`src/rtl/bcd_digit_scanner.sv`:
```
// rtl/bcd_digit_scanner.sv - time-multiplexed BCD digit scanner with leading-zero blanking
// Active data only changes at the frame wrap so a displayed frame never mixes old and new digits.
module bcd_digit_scanner #(
  parameter int NUM_DIGITS    = 4,
  parameter int TICK_DIV      = 1000,
  parameter int BLANK_LEADING = 1
) (
  input  logic                    clk,
  input  logic                    rst_n,
  input  logic                    load,
  input  logic [4*NUM_DIGITS-1:0] bcd_in,
  input  logic [NUM_DIGITS-1:0]   dp_in,
  output logic [3:0]              digit_bcd,
  output logic [NUM_DIGITS-1:0]   digit_en,
  output logic                    dp_out,
  output logic                    frame_done
);

  localparam int PW = (TICK_DIV > 1) ? $clog2(TICK_DIV) : 1;
  localparam int IW = $clog2(NUM_DIGITS);
  localparam int DW = 4 * NUM_DIGITS;

  logic [PW-1:0]         presc;
  logic [IW-1:0]         idx;
  logic [DW-1:0]         act_bcd, shd_bcd;
  logic [NUM_DIGITS-1:0] act_dp, shd_dp;
  logic                  pending;

  logic                  advance, wrap;
  logic [IW-1:0]         nidx;
  logic [DW-1:0]         nact_bcd;
  logic [NUM_DIGITS-1:0] nact_dp;
  logic [NUM_DIGITS-1:0] blank;
  logic [NUM_DIGITS-1:0] en_next;
  logic                  above_zero;
  logic [3:0]            sel_bcd;
  logic                  sel_dp, sel_blank;

  always_comb begin
    advance = (presc == PW'(TICK_DIV - 1));
    wrap    = advance && (idx == IW'(NUM_DIGITS - 1));
    if (!advance)
      nidx = idx;
    else if (wrap)
      nidx = '0;
    else
      nidx = idx + 1'b1;

    // A load on the wrap edge bypasses the shadow so digit 0 shows it immediately.
    if (wrap && load) begin
      nact_bcd = bcd_in;
      nact_dp  = dp_in;
    end else if (wrap && pending) begin
      nact_bcd = shd_bcd;
      nact_dp  = shd_dp;
    end else begin
      nact_bcd = act_bcd;
      nact_dp  = act_dp;
    end
  end

  // Blanking propagates down from the top digit and stops at the first nonzero code.
  always_comb begin
    blank      = '0;
    above_zero = 1'b1;
    for (int i = NUM_DIGITS - 1; i >= 1; i--) begin
      above_zero = above_zero && (nact_bcd[4*i +: 4] == 4'd0);
      blank[i]   = above_zero && (BLANK_LEADING != 0);
    end
  end

  always_comb begin
    en_next   = '0;
    sel_bcd   = 4'd0;
    sel_dp    = 1'b0;
    sel_blank = 1'b0;
    for (int i = 0; i < NUM_DIGITS; i++) begin
      en_next[i] = (nidx == IW'(i));
      if (nidx == IW'(i)) begin
        sel_bcd   = nact_bcd[4*i +: 4];
        sel_dp    = nact_dp[i];
        sel_blank = blank[i];
      end
    end
  end

  always_ff @(posedge clk or negedge rst_n) begin
    if (!rst_n) begin
      presc      <= '0;
      idx        <= '0;
      act_bcd    <= '0;
      act_dp     <= '0;
      shd_bcd    <= '0;
      shd_dp     <= '0;
      pending    <= 1'b0;
      digit_en   <= NUM_DIGITS'(1);
      digit_bcd  <= 4'd0;
      dp_out     <= 1'b0;
      frame_done <= 1'b0;
    end else begin
      presc   <= advance ? '0 : presc + 1'b1;
      idx     <= nidx;
      act_bcd <= nact_bcd;
      act_dp  <= nact_dp;
      if (load && !wrap) begin
        shd_bcd <= bcd_in;
        shd_dp  <= dp_in;
        pending <= 1'b1;
      end else if (wrap) begin
        pending <= 1'b0;
      end
      digit_en   <= en_next;
      digit_bcd  <= sel_blank ? 4'hF : sel_bcd;
      dp_out     <= sel_dp && !sel_blank;
      frame_done <= wrap;
    end
  end

endmodule

```
`config.mk`:
```
export PLATFORM = sky130hd
export DESIGN_NAME = bcd_digit_scanner
export DESIGN_NICKNAME = d
export VERILOG_FILES = /design/src/rtl/bcd_digit_scanner.sv
export SDC_FILE = /design/constraint.sdc
export NUM_CORES = 1
export LEC_CHECK = 0
export CAP_MARGIN = 0
export CORE_MARGIN = 2
export CORE_UTILIZATION = 40
export DETAILED_ROUTE_END_ITERATION = 6
export SYNTH_ARGS = -nofsm -noshare
export SYNTH_HDL_FRONTEND = slang
export SYNTH_SLANG_ARGS = --single-unit
```
`constraint.sdc`:
```
create_clock -name clk -period 6.9 [get_ports clk]
set_input_delay 1.38 -clock clk [delete_from_list [all_inputs] [get_ports clk]]
set_output_delay 1.38 -clock clk [all_outputs]
set_load 0.01 [all_outputs]
```
==> results by group <==
Run status
  – Status: complete, no violations

Clock tree
  – Worst-path clk slew: roughly 0.060 ns
  – Worst skew pair latency: 0.34 ns
  – Hold buffers post-CTS: 0
  – Number of post-CTS setup repair buffers: 0
  – H-tree Lvls: 3
  – CTS tree: done
  – CTS Buf Count: 9
  – Clk sinks: 63
  – Cts repair resizes: 0
  – Clock tree buffer depth: 2
  – Clock Tree Root: clkbuf_8

Logic synthesis
  – Sequential fraction of the synthesis area: 55.14%
  – Mapped Nets: around 290
  – Number of synthesized flops with an enable pin: 0
  – Post-synth ARST share: 100.0%
  – Number of synthesized register bits: 63
  – Yosys warns: 0
  – Top_reg_cell synth: dfrtp_1
  – Syn Std Cell Area: 2861 µm²
  – Mapped Cells: 260
  – Syn_area_per_cell: between 10 and 15 µm²
  – Netlist cell types: 43

Die
  – Die Y: roughly 89 µm
  – Die ar.: 7846 µm²
  – Num rows: 30
  – Initial Util: approximately two fifths
  – Core area: slightly below 7000 µm²
  – Num ports: 33
  – Die Width: around 90 µm

Timing
  – Setup TNS: 0 ns
  – Clock Skews: about 0.0063 ns
  – Final hold viol count: 0
  – Fin Hold WS: 0.4851 ns
  – Fmax: 0.2718 GHz
  – RSZ-0062 raised after global routing: false
  – Slew Viols, Final: 0
  – Least-Margin Pin Slew: 1.062 ns
  – Final min period: approximately 3.7 ns
  – Final period util: 53.32%
  – Relative slew slack: 28.86%
  – Final setup vio count: 0

Cells and area
  – Nets: between 300 and 400
  – Layout cell share with drive strength beyond 1: 15.20%
  – Diodes inserted: 0
  – Area delta synth->final: 18.89%

Global routing
  – GRT Total Usage: 16.89%
  – GRT overflow: 0
  – Pin count of the biggest net entering global routing: 64
  – Initial antenna violation count: 0
  – Global-route wire length before repair: around 9900 µm
  – Number of global-route vias before repair: between 2000 and 2500

Worst setup path
  – Critical Path Start Type: input pin
  – Worst EP required: approximately 7.1 ns
  – R2r startpoint: presc[0]
  – CP max FO: 35
  – Setup crit start: load
  – Critical Path AT: 3.91 ns
  – CP Class: in -> reg
  – Crit end category: flop

Power
  – Overall Power: roughly 0.0007 W
  – Pwr Density: about 200 nW/µm²
  – Leakage power: approximately 1.5 nW
  – Maximum vdd drop: between 0.1 and 0.15 mV

Detailed routing
  – DRC Markers: 0
  – Via count: 1998
  – DRT Pass-1 Iters: 4
  – Vias/cell: 5.097
  – DRT iter0 DRCs: 112
  – WL/cell: roughly 15 µm
  – Final ANT Viol Nets: 0
  – Wirelength, routed: around 5700 µm

Min path
  – HP Class: reg -> reg
  – Worst Min Path Start: shd_bcd[15]

Flow run
  – Max_cap viols: 0

Placed design
  – HPWL after detailed placement: 3940 µm
  – IO buf count: 32
  – Placer Congestion: ~0.8
==> layer usage <==
layer | track usage, % | vias to the layer above | wire length (µm)
met5 | 0 | - | 0
met4 | 5.372 | 0 | 78
met3 | 5.504 | 9 | 240
met2 | 27.14 | 35 | 2814
met1 | 21.77 | 981 | 2604
li1 | - | 973 | -
==> cell families (layout without fill, tap and decap cells) <==
| family | after synthesis | after routing | share of synthesized area, % |
|---|---|---|---|
| AO/OA/AOI/OAI | 34 | 34 | 7.345 |
| XOR/XNOR | 6 | 6 | 1.836 |
| adder cells (fa/ha/maj) | 2 | 2 | 0.8744 |
| buffers and inverters | 14 | 50 | 2.667 |
| flip-flops | 63 | 63 | 55.14 |
| multiplexers | 32 | 32 | 12.20 |
| AND/OR/NAND/NOR | 109 | 109 | 19.94 |
==> cell usage in the layout (no fill, tap or decap), types with 6 or more instances in the layout <==
master           count
mux2i_1             11
and3_1              10
mux2_1               6
clkbuf_8            10
nor2_1              32
dfrtp_1             62
clkdlybuf4s50_1     31
a31oi_1              7
mux2_2              14
a21oi_1             11
nand3_1              9
nand2_1             38
==> report_power, final <==
group | internal, W | total, W | switching, W
registers | 0.000381 | 0.000387 | 0.00000559
clock network | 0.000133 | 0.000260 | 0.000127
logic | 0.0000211 | 0.0000367 | 0.0000157
==> registers in the layout (all words and copies together) (netlist names) <==
register	count
pending	1
act_dp	4
dp_out	1
idx	2
shd_bcd	16
digit_en	4
digit_bcd	4
presc	10
act_bcd	16
shd_dp	4
frame_done	1
==> through the flow <==
| stage | cell area, µm² | util (%) | setup slack [ns] | cells |
|---|---|---|---|---|
| 2_1_floorplan | 2861 | - | 4.117 | 260 |
| 3_3_place_gp | 3251 | 47.32 | 2.899 | 379 |
| 3_5_place_dp | 3251 | 47.32 | 2.863 | 379 |
| 4_1_cts | 3402 | 49.53 | 3.193 | 392 |
| 5_1_grt | 3402 | 49.53 | 2.864 | 392 |
| 6_report | 3402 | 49.53 | 3.221 | 392 |
==> synthesized netlist by cell type, types with 3 or more instances <==
cell	count	share of area (%)
mux2_1	6	2.4
a21oi_1	11	1.9
mux2_2	14	5.5
mux2i_1	11	3.8
xor2_1	4	1.2
dfrtp_1	62	54
o21ai_0	4	0.70
o21ai_1	4	0.70
and2_1	4	0.87
nand2_1	38	5.0
nor2_1	32	4.2
nand3_1	9	1.6
a31oi_1	7	1.5
buf_2	3	0.52
and3_1	10	2.2
buf_1	3	0.39
==> final cells by class <==
class | count | area, µm²
clock inverter | 2 | 10.01
timing repair buffer | 33 | 322.8
inverter | 4 | 20.02
fill | 647 | 3467
tap | 96 | 120.1
clock buffer | 11 | 141.4
sequential | 63 | 1578
multi-input combinational | 183 | 1210
==> critical path, cell delays in order <==
cell	delay (ns)
clkdlybuf4s50_1	0.49
and2_1	0.18
nand4_2	0.68
nor2_1	0.32
a21oi_1	0.12
nor4_2	0.35
o221ai_2	0.19
and3_1	0.18
==> worst paths after layout <==
kind,to,slack [ns],cells past startpoint
worst max-delay path,dp_out,3.22,8
worst min-delay path,shd_bcd[15],0.49,1
worst max register to register,dp_out,3.72,7
worst min register to register,shd_bcd[15],0.49,1
max in group asynchronous,shd_dp[0],5.17,2
min in group asynchronous,frame_done,1.21,2
(Power assumes the default switching activity.)
